## config.mk

```make
export PLATFORM = sky130hd
export DESIGN_NAME = fetch_unit
export DESIGN_NICKNAME = d
export VERILOG_FILES = /design/src/rtl/fetch_pkg.sv /design/src/rtl/fetch_queue.sv /design/src/rtl/fetch_unit.sv
export SDC_FILE = /design/constraint.sdc
export NUM_CORES = 1
export LEC_CHECK = 0
export CAP_MARGIN = 20
export CORE_ASPECT_RATIO = 1.2
export CORE_MARGIN = 1.5
export CORE_UTILIZATION = 50
export DETAILED_ROUTE_END_ITERATION = 10
export HOLD_SLACK_MARGIN = 0.03
export MAX_ROUTING_LAYER = met4
export PLACE_DENSITY = 0.79
export SLEW_MARGIN = 20
export SYNTH_ARGS = -nofsm -noshare
export SYNTH_HDL_FRONTEND = slang
export SYNTH_SLANG_ARGS = --single-unit
```

## constraint.sdc

```tcl
create_clock -name clock -period 3.5 [get_ports clock]
set_input_delay 0.525 -clock clock [delete_from_list [all_inputs] [get_ports clock]]
set_output_delay 0.525 -clock clock [all_outputs]
set_load 0.005 [all_outputs]
```

## src/rtl/fetch_pkg.sv

```systemverilog
// Shared definitions for the instruction-fetch front end: NOP encoding, FSM state codes
// and the queue entry layout.
package fetch_pkg;

  localparam logic [31:0] NOP_INSTR = 32'h0000_0013;

  localparam logic [1:0] ST_IDLE  = 2'd0;
  localparam logic [1:0] ST_REQ   = 2'd1;
  localparam logic [1:0] ST_WAIT  = 2'd2;
  localparam logic [1:0] ST_DRAIN = 2'd3;

  typedef struct packed {
    logic [31:0] pc;
    logic [31:0] instr;
  } fetch_entry_t;

endpackage

```

## src/rtl/fetch_queue.sv

```systemverilog
// Two-entry synchronous FIFO of fetched words. The head is a register, so the outputs
// carry no combinational path from the push side.
module fetch_queue
  import fetch_pkg::*;
(
  input  logic         clock,
  input  logic         reset,
  input  logic         flush,
  input  logic         push,
  input  fetch_entry_t push_entry,
  input  logic         pop,
  output fetch_entry_t head,
  output logic         full,
  output logic         empty,
  output logic [1:0]   count
);

  fetch_entry_t e0_q, e0_d, e1_q, e1_d;
  logic [1:0]   count_q, count_d;
  logic         push_ok, pop_ok;

  always_comb begin
    e0_d    = e0_q;
    e1_d    = e1_q;
    count_d = count_q;
    pop_ok  = pop && (count_q != 2'd0);
    push_ok = push && ((count_q != 2'd2) || pop_ok);
    if (flush) begin
      count_d = 2'd0;
    end else begin
      if (pop_ok) begin
        e0_d    = e1_q;
        count_d = count_q - 2'd1;
      end
      // Push lands in the first free slot after any pop has shifted the head.
      if (push_ok) begin
        if (count_d == 2'd0) begin
          e0_d = push_entry;
        end else begin
          e1_d = push_entry;
        end
        count_d = count_d + 2'd1;
      end
    end
  end

  always_ff @(posedge clock) begin
    if (reset) begin
      e0_q    <= '0;
      e1_q    <= '0;
      count_q <= 2'd0;
    end else begin
      e0_q    <= e0_d;
      e1_q    <= e1_d;
      count_q <= count_d;
    end
  end

  assign head  = e0_q;
  assign full  = (count_q == 2'd2);
  assign empty = (count_q == 2'd0);
  assign count = count_q;

endmodule

```

## src/rtl/fetch_unit.sv

```systemverilog
// Instruction-fetch front end: fetch pointer, single-outstanding memory request FSM and
// a 2-entry output queue towards decode, with redirect flushing queue and in-flight fetch.
module fetch_unit
  import fetch_pkg::*;
#(
  parameter logic [31:0] RESET_PC    = 32'h0000_0000,
  parameter int unsigned QUEUE_DEPTH = 2
) (
  input  logic        clock,
  input  logic        reset,
  input  logic        redirect_valid,
  input  logic [31:0] redirect_pc,
  output logic        mem_req_valid,
  output logic [31:0] mem_req_addr,
  input  logic        mem_req_ready,
  input  logic        mem_resp_valid,
  input  logic [31:0] mem_resp_data,
  output logic        instr_valid,
  input  logic        instr_ready,
  output logic [31:0] instr,
  output logic [31:0] instr_pc
);

  logic [1:0]   state_q, state_d;
  logic [31:0]  fetch_ptr_q, fetch_ptr_d;
  logic         q_push, q_full, q_empty, pop_ok;
  logic [1:0]   q_count;
  fetch_entry_t q_head, q_push_entry;

  assign pop_ok = instr_ready && !q_empty;
  // fetch_ptr advanced by exactly 4 on the handshake that launched the current fetch.
  assign q_push_entry = '{pc: fetch_ptr_q - 32'd4, instr: mem_resp_data};

  always_comb begin
    state_d     = state_q;
    fetch_ptr_d = fetch_ptr_q;
    q_push      = 1'b0;
    if (redirect_valid) begin
      fetch_ptr_d = {redirect_pc[31:2], 2'b00};
      case (state_q)
        ST_IDLE: state_d = ST_REQ;
        ST_REQ:  state_d = mem_req_ready ? ST_DRAIN : ST_REQ;
        // A response arriving alongside the redirect already retires the stale fetch.
        default: state_d = mem_resp_valid ? ST_REQ : ST_DRAIN;
      endcase
    end else begin
      case (state_q)
        ST_IDLE: begin
          if (32'(q_count) < QUEUE_DEPTH) state_d = ST_REQ;
        end
        ST_REQ: begin
          if (mem_req_ready) begin
            state_d     = ST_WAIT;
            fetch_ptr_d = fetch_ptr_q + 32'd4;
          end
        end
        ST_WAIT: begin
          if (mem_resp_valid) begin
            q_push  = 1'b1;
            state_d = (q_empty || pop_ok) ? ST_REQ : ST_IDLE;
          end
        end
        default: begin
          if (mem_resp_valid) state_d = ST_REQ;
        end
      endcase
    end
  end

  always_ff @(posedge clock) begin
    if (reset) begin
      state_q     <= ST_IDLE;
      fetch_ptr_q <= RESET_PC;
    end else begin
      state_q     <= state_d;
      fetch_ptr_q <= fetch_ptr_d;
    end
  end

  fetch_queue u_queue (
    .clock      (clock),
    .reset      (reset),
    .flush      (redirect_valid),
    .push       (q_push),
    .push_entry (q_push_entry),
    .pop        (instr_ready),
    .head       (q_head),
    .full       (q_full),
    .empty      (q_empty),
    .count      (q_count)
  );

  assign mem_req_valid = (state_q == ST_REQ);
  assign mem_req_addr  = fetch_ptr_q;
  assign instr_valid   = !q_empty;
  assign instr         = q_empty ? NOP_INSTR : q_head.instr;
  assign instr_pc      = q_empty ? 32'd0 : q_head.pc;

  a_resp_in_window: assert property (@(posedge clock) disable iff (reset)
    mem_resp_valid |-> (state_q == ST_WAIT || state_q == ST_DRAIN));

  a_wait_has_space: assert property (@(posedge clock) disable iff (reset)
    (state_q == ST_WAIT) |-> !q_full);

endmodule

```

==> results by group <==
Status
  • Run status: finished, final reports clean

Yosys
  • Synth area leaders: dfxtp_1, nand2_1, a21oi_1
  • Post-synthesis sequential area ratio: 40.42%
  • Count leader, synth: nand2_1
  • Syn. warnings: 0
  • Ys flop type: dfxtp_1
  • Avg Cell Area, Syn: 7.909 sq um
  • Post-synth EDFFs: 0
  • Cell accounting for the most synthesized area: dfxtp_1
  • Post-synth ARST share: 0%
  • Share of the synthesized area in the top cell type: 40.42%
  • Synth Instances: 1002
  • Post-synth cell types: 66
  • Register bit total from synthesis: 160
  • Mapped Area: 7925 sq um
  • Top cells by count, synth: nand2_1, dfxtp_1, nor2_1, a21oi_1, nor2b_1

STA
  • RSZ-0062 raised after global routing: no
  • Setup Viol. Count Final: 0
  • Min Hold Slack: 448.6 ps
  • Post-layout minimum cycle time: 2802 ps
  • Worst-margin pin slew: 882.3 ps
  • Skew final: 6.958 ps
  • Relative slew slack: 41.18%
  • Slew Limit Fails: 0
  • Final worst slack: 698.2 ps
  • Final hold vios: 0
  • Setup TNS: 0 ps
  • Fmax: 356.9 MHz
  • Tcrit/Tclk final: 80.05%

Routing
  • DR pass1 iterations: 5
  • Via count: 7432
  • Vias per inst: 5.522
  • DRT iter0 DRCs: 635
  • Antenna-violating nets left: 0
  • WL final: 20.52 mm
  • Drt wl/cell: 15.25 um
  • DRC viols: 0

Clock tree
  • Num CTS Buffers: 17
  • Clock transition at path regs: 60 ps
  • Post-cts sizing count: 0
  • CTS H-tree depth: 4
  • Bufs on Longest Clock Path: 2
  • Hold_buf cts: 0
  • CTS tree: yes
  • Clock Latency Late Sink: 420 ps
  • Clock Tree Root: clkbuf_16
  • Post-CTS Setup Inserts: 0
  • CTS Sinks: 160

GRT
  • Vias in the first global route: 6660
  • Initial antenna violation count: 0
  • Gr usage total: 25.34%
  • Gr ovfl total: 0
  • First-pass GRT wire length: 33.32 mm
  • Pin count of the biggest net entering global routing: 84

Cells and area
  • Fin util: 66.01%
  • N_diodes: 0
  • Nets: 1200
  • Area Overhead vs Synth: 29.74%
  • Layout fillers: 1331
  • Share of layout cells above drive strength 1: 7.645%
  • Final cell count without fillers: 1346

Floorplan
  • Die width: 117.9 um
  • Initial Utilization: 50.88%
  • I/O pin cnt: 168
  • Die extent in y: 140.9 um
  • CORE AREA: 15580 sq um
  • # rows: 50
  • Die area: 16620 sq um

Setup path
  • Worst R2R Path Depth: 11
  • CP Max Fanout: 45
  • CP Class: reg -> out
  • Worst Setup End Kind: output port
  • Critical path data arrival time: 2280 ps
  • Startpoint Class: flop
  • CP required: 2970 ps

Placement
  • Number of port buffers: 163
  • Pre-CTS setup slack: 374.1 ps
  • Gpl congestion: 0.9159
  • HPWL after DPL: 14.04 mm
  • Placed instance count: 1314

Run
  • Max Cap Violations: 0

Power and ir drop
  • PD cells: 401.2 nW/um^2
  • Leak: 3.466 nW
  • Worst vdd ir: 0.2654 mV

Hold path
  • Hold WC Path Type: reg -> reg
  • Hold depth: 2
cells in the final DEF, fill, tap and decap left out, drive strengths merged, types with 3 or more instances in the layout:
cell type / instances
o22ai: 17
xnor2: 24
clkbuf: 18
nor3b: 3
dfxtp: 160
nor4: 5
nor2: 107
nand2: 163
nor3: 23
o22a: 3
nand4: 8
and4: 5
nand3: 17
inv: 22
nor2b: 65
a22o: 5
and2: 5
ha: 5
o21ai: 19
or3: 12
or2: 5
nand2b: 5
o211ai: 15
a211oi: 44
mux2i: 11
o221ai: 4
clkinvlp: 6
a311oi: 21
a21oi: 82
and3: 6
clkdlybuf4s50: 162
o21a: 3
clkinv: 3
xor2: 26
buf: 30
or4: 3
kinds of logic (layout without fill, tap and decap cells):
logic type	Yosys count	count (layout)	share of synthesized area, %
AND/OR/NAND/NOR	439	439	26.74
AO/OA/AOI/OAI	229	229	19.34
flip-flops	160	160	40.42
buffers and inverters	107	242	5.747
XOR/XNOR	50	50	5.526
multiplexers	11	11	1.389
adder cells (fa/ha/maj)	5	5	0.7894
other	1	2	0.04732
flip-flops by register name, summed over array words and instances (netlist names):
| register | count |
|---|---|
| state_q | 2 |
| u_queue.e1_q | 62 |
| u_queue.count | 2 |
| mem_req_addr | 30 |
| u_queue.head | 64 |
worst paths after layout:
kind,start,to,slack [ps]
worst min register to register,u_queue.head[34],u_queue.head[34],450
worst min-delay path,u_queue.head[34],u_queue.head[34],450
worst max-delay path,u_queue.count[0],instr[1],700
worst max register to register,u_queue.count[1],u_queue.head[49],710
worst max-delay path, stage by stage (launching register included):
cell and delay [ps]:
dfxtp_1 330, inv_1 80, ha_2 320, buf_4 450
or2_2 190, clkdlybuf4s50_1 480
power breakdown:
part / internal [W] / leakage, nW / switching (W) / total (W)
combinational: 0.000209 / 1.91 / 0.000211 / 0.000420
clock: 0.00101 / 0.262 / 0.000785 / 0.00179
sequential: 0.00185 / 1.30 / 0.0000599 / 0.00191
total: 0.00307 / 3.47 / 0.00106 / 0.00412
routing by layer:
| metal | vias up | GRT usage (%) | wire length [um] |
|---|---|---|---|
| li1 | 3705 | - | - |
| met1 | 3457 | 30.97 | 8892 |
| met2 | 242 | 41.95 | 10250 |
| met3 | 28 | 5.097 | 958 |
| met4 | 0 | 8.537 | 418 |
| met5 | - | - | 0 |
stage by stage:
step           total power [W]  cell area [sq um]
6_report              0.004125              10280
5_1_grt               0.004287              10280
4_1_cts               0.004159              10280
3_5_place_dp          0.002370               9711
3_3_place_gp          0.002365               9711
2_1_floorplan         0.002173               7929
final cells by class:
| type | count | area, sq um | share of cell area, % |
|---|---|---|---|
| Multi-Input combinational cell | 736 | 4295 | 41.77 |
| Tap cell | 208 | 260.3 | 2.531 |
| Timing Repair Buffer | 192 | 1884 | 18.33 |
| Clock inverter | 14 | 132.6 | 1.290 |
| Sequential cell | 160 | 3203 | 31.15 |
| Inverter | 18 | 67.56 | 0.6571 |
| Clock buffer | 18 | 439.2 | 4.271 |
(Power assumes the default switching activity.)
==> variant: new RTL, same flow settings <==
Reset style: asynchronous (`reset`), changed in 2 clocked blocks.
--- a/src/rtl/fetch_queue.sv
+++ b/src/rtl/fetch_queue.sv
@@ -44,7 +44,7 @@
     end
   end
 
-  always_ff @(posedge clock) begin
+  always_ff @(posedge clock or posedge reset) begin
     if (reset) begin
       e0_q    <= '0;
       e1_q    <= '0;
--- a/src/rtl/fetch_unit.sv
+++ b/src/rtl/fetch_unit.sv
@@ -67,7 +67,7 @@
     end
   end
 
-  always_ff @(posedge clock) begin
+  always_ff @(posedge clock or posedge reset) begin
     if (reset) begin
       state_q     <= ST_IDLE;
       fetch_ptr_q <= RESET_PC;
Check against the original RTL: differs if reset is asserted again (counterexample within 4 cycles, from zero or initial values and one cycle with reset high); with reset held inactive, the same outputs for 4 cycles.
==> variant against the unedited design <==
Non-clock buffer count down 13; routed wire length down 9.6%; final area up 2.3%; sequential cell count unchanged; synthesized area up 3.1%; global-route usage down 2.1 points; worst setup slack worse by 0.18 ns; synthesized cell count down 14%; critical endpoint is now instr[4]; highest routed layer unchanged.
Power is not compared: it rests on default switching activity, and its combinational part moved more than twofold at a synthesized area within 25%.
==> variant: results (changes against the unedited design) <==
INFO  metric run_status = completed (unchanged)
INFO  metric power.switching_fraction = 31.0%
INFO  metric timing.critical_path.slowest_cell_delay = 0.56 ns (was 0.48 ns)
INFO  metric routabilityCongestion = 0.855 (was 0.916)
INFO  metric dp.final_hpwl = 12200 µm (was 14000 µm)
INFO  metric worstPathMaxFanout = 65 (was 45)
INFO  metric gr-usage-all-layers = 23.2% (was 25.3%)
INFO  metric h-tree-depth = 4 (unchanged)
INFO  metric number_of_clock_buffers_inserted_by_tritoncts = 17 (unchanged)
INFO  metric synth.top_cells.by_count = dfrtp_1 (160), nand2_1 (113), nor2_1 (85) (was nand2_1 (163), dfxtp_1 (160), nor2_1 (107))
INFO  metric grt_start_max_net_pins = 91 (was 84)
INFO  metric top_layer = met4 (unchanged)
INFO  metric synth_top_cells_by_area = dfrtp_1 (49%), nor2b_1 (5.2%), nand2_1 (5.2%), mux2_2 (5.1%), nor2_1 (3.9%) (was dfxtp_1 (40%), nand2_1 (7.7%), a21oi_1 (5.2%), nor2b_1 (5.1%), nor2_1 (5.1%))
INFO  metric grt_first_pass_wirelength = 30800 µm (was 33300 µm)
INFO  metric largest_reg_flops = 64 (unchanged)
INFO  metric placed_cells_incl_taps = 1186 (was 1314)
INFO  metric slew_headroom = 47.9% (was 41.2%)
INFO  metric placed_area = 9890 µm² (was 9710 µm²)
INFO  metric synth_cell_types = 49 (was 66)
INFO  metric place_worst_setup_slack = 0.353 ns (was 0.374 ns)
INFO  metric detailedRoute.firstIterationViolations = 463 (was 635)
INFO  metric filler_cell_count = 1320 (was 1331)
INFO  metric post_route_cells_drive_above_1_share = 10.1% (was 7.64%)
INFO  metric dominantRegCellSynth = dfrtp_1 (was dfxtp_1)
INFO  metric layout.nets = 1068 (was 1200)
INFO  metric met2WireLength = 9300 µm (was 10300 µm)
INFO  metric final.setup_skew = 0.00784 ns (was 0.00696 ns)
INFO  metric total_leakage_power = 4.23 nW
INFO  metric async_reset_ff_share = 100% (was 0%)
INFO  metric route.detailed.vias_per_inst = 5.36 (was 5.52)
INFO  metric dr_total_vias = 6534 (was 7432)
INFO  metric m1_wl = 8310 µm (was 8890 µm)
INFO  metric avgSynthCellArea = 9.45 µm² (was 7.91 µm²)
INFO  metric worstPathArrival = 2.45 ns (was 2.28 ns)
INFO  metric final_area = 10500 µm² (was 10300 µm²)
INFO  metric synth.yosys.seq_area_share = 49.0% (was 40.4%)
INFO  metric clkSlewWorstSetupHoldPaths = 0.06 ns (about the same)
INFO  metric hold_path_class = input pin to asynchronous set/reset pin (was register to register)
INFO  metric detailroute.wirelength.met3 = 682 µm (was 958 µm)
INFO  metric postCtsSetupBuffers = 0 (unchanged)
INFO  metric synth_warnings = 0 (unchanged)
INFO  metric grt_pass1_vias = 6134 (was 6660)
INFO  metric postRouteWirelength = 18500 µm (was 20500 µm)
INFO  metric crit_family = buffers and inverters (unchanged)
INFO  metric cell_with_the_largest_stage_delay_on_the_worst_path = buf_4 (was clkdlybuf4s50_1)
INFO  metric worstSkewPairLatency = 0.43 ns
-- variant: changes by cell type after synthesis, sizes merged, moves of 11 or more --
cell and change:
dfrtp +160, dfxtp -160, nand2 -50, a211oi -37, mux2 +37, a31oi +30
a21oi -28, o21ai +24, nor2 -22, a311oi -21, o211ai -15, clkbuf -14
nor4 +11
-- variant: worst register-to-register path: stages, from the launching register on --
cell,delay [ns]
dfrtp_1,0.39
inv_1,0.12
ha_2,0.22
nand2b_1,0.16
nor2_1,0.06
a21oi_1,0.20
ha_1,0.24
or3b_2,0.50
o22a_1,0.31
buf_4,0.24
a22oi_1,0.18
o21ai_0,0.12
-- variant: final cells by class --
class	count	area share, %
Clock buffer	21	4.47
Sequential cell	160	38.1
Clock inverter	11	1.48
Multi-Input combinational cell	624	35.9
Timing Repair Buffer	179	17.1
Inverter	11	0.428
Tap cell	212	2.52
-- variant: cell families (layout without fill, tap and decap cells) --
group	Yosys count	after routing	share of synthesized area (%)
simple gates	357	357	22.0
xor+xnor	59	59	6.32
flops	160	160	49.0
mux	40	40	5.47
compound gates	161	161	11.2
fa+ha+maj	5	5	0.766
other cells	1	2	0.0459
buf+inv	82	222	5.22
-- variant: path summary, 6_finish.rpt --
check / start / end / slack, ns / cells after the start
hold reg to reg: u_queue.head[40] / u_queue.head[40] / 0.47 / 1
hold / removal: reset / u_queue.e1_q[27] / 0.40 / 2
setup / recovery: u_queue.count[0] / instr[4] / 0.52 / 5
max in group asynchronous: reset / u_queue.e1_q[38] / 2.25 / 3
setup reg to reg: u_queue.count[0] / u_queue.head[47] / 0.61 / 11
min in group clock: redirect_valid / u_queue.head[35] / 0.46 / 2
-- variant: power groups by stage --
stage,sequential [mW],combinational [mW],clock [mW]
after global placement,2.93,2.32,0
after detailed placement,2.97,2.39,0
after CTS,2.94,2.41,1.98
after floorplan,2.83,1.55,0
final,2.94,2.37,1.95
after global routing,3.04,2.64,2.07
-- variant: metal layers --
layer  track usage (%)  vias to the layer above
met2              38.0                      165
met1              29.8                     3162
li1                  -                     3190
met3              3.43                       17
met5                 -                        -
met4              7.83                        0
